### src/rtl/qrf_pipo_channel_pkg.sv
// Shared definitions for the QRF ping-pong (PIPO) channel: default geometry
// and the encoding of the committed-bank count.
package qrf_pipo_channel_pkg;

    localparam int QRF_DATA_WIDTH = 32;
    localparam int QRF_ADDR_WIDTH = 4;
    localparam int QRF_DEPTH      = 16;

    typedef enum logic [1:0] {
        CNT_EMPTY = 2'd0,
        CNT_HALF  = 2'd1,
        CNT_FULL  = 2'd2
    } count_t;

    // Occupancy after one accepted commit (up) or release (down).
    function automatic count_t count_step(input count_t cur, input logic up);
        count_t nxt;
        case (cur)
            CNT_EMPTY: nxt = up ? CNT_HALF : CNT_EMPTY;
            CNT_HALF:  nxt = up ? CNT_FULL : CNT_EMPTY;
            CNT_FULL:  nxt = up ? CNT_FULL : CNT_HALF;
            default:   nxt = CNT_EMPTY;
        endcase
        return nxt;
    endfunction

endpackage

### src/rtl/qrf_pipo_channel_bank_ram.sv
// One PIPO bank: single write port and a registered read port. Addresses at
// or beyond DEPTH are dropped on write and read back as zero.
module pipo_bank_ram
    import qrf_pipo_channel_pkg::*;
#(
    parameter int DATA_WIDTH = QRF_DATA_WIDTH,
    parameter int ADDR_WIDTH = QRF_ADDR_WIDTH,
    parameter int DEPTH      = QRF_DEPTH
) (
    input  logic                  clock,
    input  logic                  reset,
    input  logic                  we,
    input  logic [ADDR_WIDTH-1:0] waddr,
    input  logic [DATA_WIDTH-1:0] wdata,
    input  logic                  re,
    input  logic [ADDR_WIDTH-1:0] raddr,
    output logic [DATA_WIDTH-1:0] q
);

    localparam logic [ADDR_WIDTH:0] DEPTH_L = DEPTH[ADDR_WIDTH:0];

    logic [DATA_WIDTH-1:0] mem_r [DEPTH];
    logic                  wr_ok_s;
    logic                  rd_ok_s;
    logic [DATA_WIDTH-1:0] q_r;

    // Range qualification of both ports.
    always_comb begin
        wr_ok_s = 1'b0;
        rd_ok_s = 1'b0;
        if ({1'b0, waddr} < DEPTH_L) begin
            wr_ok_s = we;
        end else begin
            wr_ok_s = 1'b0;
        end
        if ({1'b0, raddr} < DEPTH_L) begin
            rd_ok_s = 1'b1;
        end else begin
            rd_ok_s = 1'b0;
        end
    end

    // Storage array; contents intentionally survive reset.
    always_ff @(posedge clock) begin
        if (wr_ok_s) begin
            mem_r[waddr] <= wdata;
        end
    end

    // Registered read port, holds when not enabled.
    always_ff @(posedge clock or negedge reset) begin
        if (!reset) begin
            q_r <= {DATA_WIDTH{1'b0}};
        end else if (re) begin
            q_r <= rd_ok_s ? mem_r[raddr] : {DATA_WIDTH{1'b0}};
        end
    end

    assign q = q_r;

endmodule

### src/rtl/qrf_pipo_channel.sv
// Two-bank ping-pong channel between a Q/R producer and its consumer; the
// producer fills bank wr_sel while the consumer drains bank rd_sel.
module qrf_pipo_channel
    import qrf_pipo_channel_pkg::*;
#(
    parameter int DATA_WIDTH = QRF_DATA_WIDTH,
    parameter int ADDR_WIDTH = QRF_ADDR_WIDTH,
    parameter int DEPTH      = QRF_DEPTH
) (
    input  logic                  clock,
    input  logic                  reset,
    input  logic [ADDR_WIDTH-1:0] i_address,
    input  logic                  i_ce,
    input  logic                  i_we,
    input  logic [DATA_WIDTH-1:0] i_d,
    input  logic                  i_write,
    output logic                  i_full_n,
    input  logic [ADDR_WIDTH-1:0] t_address,
    input  logic                  t_ce,
    output logic [DATA_WIDTH-1:0] t_q,
    input  logic                  t_read,
    output logic                  t_empty_n
);

    count_t count_r;
    count_t count_nxt_s;
    logic   wr_sel_r;
    logic   wr_sel_nxt_s;
    logic   rd_sel_r;
    logic   rd_sel_nxt_s;
    logic   q_sel_r;
    logic   commit_s;
    logic   release_s;
    logic   wr_en_s;
    logic [1:0]            bank_we_s;
    logic [1:0]            bank_re_s;
    logic [DATA_WIDTH-1:0] bank_q_s [2];

    assign i_full_n  = (count_r != CNT_FULL);
    assign t_empty_n = (count_r != CNT_EMPTY);

    // Handshake acceptance, next state and per-bank port enables.
    always_comb begin
        commit_s     = i_write & i_full_n;
        release_s    = t_read & t_empty_n;
        wr_en_s      = i_ce & i_we & i_full_n;
        count_nxt_s  = count_r;
        wr_sel_nxt_s = wr_sel_r ^ commit_s;
        rd_sel_nxt_s = rd_sel_r ^ release_s;
        case ({commit_s, release_s})
            2'b10:   count_nxt_s = count_step(count_r, 1'b1);
            2'b01:   count_nxt_s = count_step(count_r, 1'b0);
            default: count_nxt_s = count_r;
        endcase
        bank_we_s[0] = wr_en_s & ~wr_sel_r;
        bank_we_s[1] = wr_en_s &  wr_sel_r;
        bank_re_s[0] = t_ce & ~rd_sel_r;
        bank_re_s[1] = t_ce &  rd_sel_r;
    end

    // Selector and occupancy registers. q_sel_r remembers which bank fed
    // the last read so t_q holds even after rd_sel moves on.
    always_ff @(posedge clock or negedge reset) begin
        if (!reset) begin
            count_r  <= CNT_EMPTY;
            wr_sel_r <= 1'b0;
            rd_sel_r <= 1'b0;
            q_sel_r  <= 1'b0;
        end else begin
            count_r  <= count_nxt_s;
            wr_sel_r <= wr_sel_nxt_s;
            rd_sel_r <= rd_sel_nxt_s;
            if (t_ce) begin
                q_sel_r <= rd_sel_r;
            end
        end
    end

    for (genvar k = 0; k < 2; k++) begin : g_bank
        pipo_bank_ram #(
            .DATA_WIDTH (DATA_WIDTH),
            .ADDR_WIDTH (ADDR_WIDTH),
            .DEPTH      (DEPTH)
        ) u_bank (
            .clock (clock),
            .reset (reset),
            .we    (bank_we_s[k]),
            .waddr (i_address),
            .wdata (i_d),
            .re    (bank_re_s[k]),
            .raddr (t_address),
            .q     (bank_q_s[k])
        );
    end

    assign t_q = bank_q_s[q_sel_r];

endmodule

### config.mk
export PLATFORM = sky130hd
export DESIGN_NAME = qrf_pipo_channel
export DESIGN_NICKNAME = d
export VERILOG_FILES = /design/src/rtl/qrf_pipo_channel_pkg.sv /design/src/rtl/qrf_pipo_channel_bank_ram.sv /design/src/rtl/qrf_pipo_channel.sv
export SDC_FILE = /design/constraint.sdc
export NUM_CORES = 1
export LEC_CHECK = 0
export CAP_MARGIN = 20
export CORE_AREA = 2 2 356 323
export DETAILED_ROUTE_END_ITERATION = 12
export DIE_AREA = 0 0 358 325
export GPL_ROUTABILITY_DRIVEN = 0
export GPL_TIMING_DRIVEN = 0
export PLACE_DENSITY_LB_ADDON = 0.3
export SLEW_MARGIN = 15
export SYNTH_ARGS = -nofsm -noshare
export SYNTH_HDL_FRONTEND = slang
export SYNTH_SLANG_ARGS = --single-unit
### constraint.sdc
create_clock -name clock -period 3.5 [get_ports clock]
set_clock_uncertainty 0.1 [all_clocks]
set_input_delay 0.7 -clock clock [delete_from_list [all_inputs] [get_ports clock]]
set_output_delay 0.7 -clock clock [all_outputs]
set_load 0.005 [all_outputs]
==> flow_summary.toml <==
[yosys]
synth_top_cell_area_share = 0.7238
synth_common_cells = "edfxtp_1, mux2i_1, nand2_1"
synth_flop_cell = "edfxtp_1"
yosysMostFrequentCell = "edfxtp_1"
postSynthCellCount = 2454
ys_seq_area_frac = 0.7644
synthTopCellsByArea = "edfxtp_1, mux2i_1, dfrtp_1, a22oi_1, nand2_1"
synthArstFlopShare = 0.06313
synth_edf_count = 1024
syn_nets = 2504
synth_top_cell_by_area = "edfxtp_1"
yosysUniqueCellTypes = 31
ys_seq_elements = 1093
yosys_warnings = 0
netlist_area_um2 = 42490
postSynthAreaPerCell_um2 = 17.31

[pwr]
power_density_nw_per_um2 = 610.5
p_int_mw = 22.96
clockPowerShare = 0.385
swShare = 0.2435
leakagePower_nw = 17.35
seq_power_share = 0.504
peakVddDrop_uv = 404.4
combPwrFrac = 0.111
switchingPower_mw = 7.389

[drt]
routed_wl_mm = 120.8
vias_per_cell = 5.498
wl_per_cell_um = 28.40
detail_route.drc_violations = 0
vias = 23390
drtIter0Drc = 2709
antenna_left = 0
firstDrtPassIters = 6

[clocking]
cts_setup_buffers = 0
cts_made_buffers = 104
clk_pin_slew_worst_paths_ns = 0.06
insertion_delay_ns = 0.70
root_buffer = "clkbuf_16"
htree_levels = 3
clock-sinks = 1093
cts_tree = "done"
cts_buffer_depth = 3

[worst_hold_path]
hp-class = "in2reg"

[timing]
fin_setup_tns_ns = 0
rsz0062_at_grt = "false"
hold_violations = 0
relSlewSlack = 0.2139
period_share = 0.9635
worst_pin_slew_ns = 1.179
final-setup-viol-count = 0
slew_violations = 0
period_minus_slack_ns = 3.372
fmax_ghz = 0.2965
hold_ws_ns = 0.3642
worst_slack_ns = 0.1277

[global_routing]
grtUsageTotal = 0.2044
grt_pass1_vias = 23110
grt_pass1_wl_mm = 167.6
antenna_found_initial = 8
grt_max_degree = 48
grt-ovfl-total = 0

[die]
die_h_um = 325
die_area_um2 = 116400
die_x_um = 358
std_cell_rows = 117
coreArea_um2 = 112400
boundaryPins = 81
start_util = 0.3779

[critical_path]
path_class = "reg2out"
required_ns = 2.70
arrival_ns = 2.57
path_max_fanout = 10
max_stage_delay_ns = 0.61
crit_path_end_kind = "output pin"
setup.worst_path.start_class = "register"
path_cells = "buf_2 > mux2_2 > clkdlybuf4s50_1"
cpMaxStageDelayCell = "dfrtp_1"

[status]
status = "finished clean"

[final_layout]
final_cell_area_um2 = 49710
fill_cells = 9663
area_growth_pct = 17.01
drive_gt1_frac = 0.1392
utilization = 0.4422
nets = 2730

[place]
place_ws_ns = -0.3518
portBuffers = 79
dpl_cell_area_um2 = 46190
dp_hpwl_mm = 81.20

[flow_run]
cap_violations = 0
==> repair_timing <==
| item | in CTS | in global routing |
|---|---|---|
| hold buffers | 1 | 0 |
| hold endpoints to repair | 22 | 0 |
| resized for setup | 2 | 0 |
| setup endpoints to repair | 29 | 0 |
==> worst max-delay path: cells and delay by family (launching register included) <==
kind	cells	cell delay [ns]
flops	1	0.61
mux	1	0.42
buf+inv	2	0.85
==> layout make-up <==
cell class,count,area [µm²],area share
Inverter,6,22.52,0.0004530
Sequential cell,1093,32480,0.6533
Buffer,137,902.1,0.01815
Tap cell,1487,1861,0.03743
Antenna cell,2,5.005,0.0001007
Clock inverter,62,754.5,0.01518
Multi-Input combinational cell,1217,9326,0.1876
Timing Repair Buffer,121,1555,0.03128
Clock buffer,129,2810,0.05653
==> worst paths after layout <==
check / startpoint / endpoint / slack (ns) / cells after the start
worst min register to register: g_bank[0].u_bank.q[14]$_DFFE_PN0P_ / g_bank[0].u_bank.q[14]$_DFFE_PN0P_ / 0.38 / 2
worst max register to register: count_r[0]$_DFFE_PN0P_ / g_bank[1].u_bank.mem_r[4][20]$_DFFE_PP_ / 0.23 / 7
worst max-delay path: q_sel_r$_DFFE_PN0P_ / t_q[21] / 0.13 / 3
min in group asynchronous: reset / g_bank[1].u_bank.q[7]$_DFFE_PN0P_ / 0.42 / 2
worst min-delay path: i_d[18] / g_bank[0].u_bank.mem_r[4][18]$_DFFE_PP_ / 0.36 / 1
max in group asynchronous: reset / g_bank[1].u_bank.q[21]$_DFFE_PN0P_ / 2.20 / 3
==> cells in the final DEF, fill, tap and decap left out, drive strengths merged, types with 35 or more instances in the layout <==
master,count
clkdlybuf4s50,50
mux2i,513
edfxtp,1024
clkbuf,176
nor2,37
a22oi,170
nand3,151
a21oi,42
clkinv,35
nand2,206
dfrtp,69
nand4,44
buf,160
==> stage by stage <==
step,power (mW),std cells
floorplan,16.82,2454
global placement,18.81,4020
detailed placement,18.92,4061
CTS,30.47,4252
global route,31.18,4253
finish,30.35,4254
==> flip-flops by register name, indices dropped and copies added (netlist names) <==
register             count
rd_sel_r                 1
q_sel_r                  1
count_r                  2
g_bank.u_bank.mem_r   1024
g_bank.u_bank.q         64
wr_sel_r                 1
==> cell families (layout without fill, tap and decap cells) <==
family                   Yosys count  count (layout)  synth area share
AO/OA/AOI/OAI                    215             215           0.03534
XOR/XNOR                           2               2         0.0004124
adder cells (fa/ha/maj)            3               3         0.0008836
buffers and inverters            144             455           0.02173
flip-flops                      1093            1093            0.7644
multiplexers                     545             545            0.1293
other                              0               2                 0
AND/OR/NAND/NOR                  452             452           0.04789
==> layer usage <==
layer  part of all wire  routed length (µm)  track usage  up-vias
met4              0.023                2765      0.04994        2
met5            0.00011                  13            0        -
met3              0.083               10080      0.03832      172
met2               0.47               57190       0.3309     1025
met1               0.42               50750       0.2846    12140
li1                   -                   -            -    10060
==> power groups by stage <==
stage | clock network [mW] | registers, mW | logic, mW
6_report | 11.7 | 15.3 | 3.36
5_1_grt | 12.3 | 15.3 | 3.57
4_1_cts | 11.8 | 15.3 | 3.38
3_5_place_dp | 0 | 15.5 | 3.37
3_3_place_gp | 0 | 15.5 | 3.26
2_1_floorplan | 0 | 15.2 | 1.58
No activity file was read; power rests on OpenSTA's default activity.
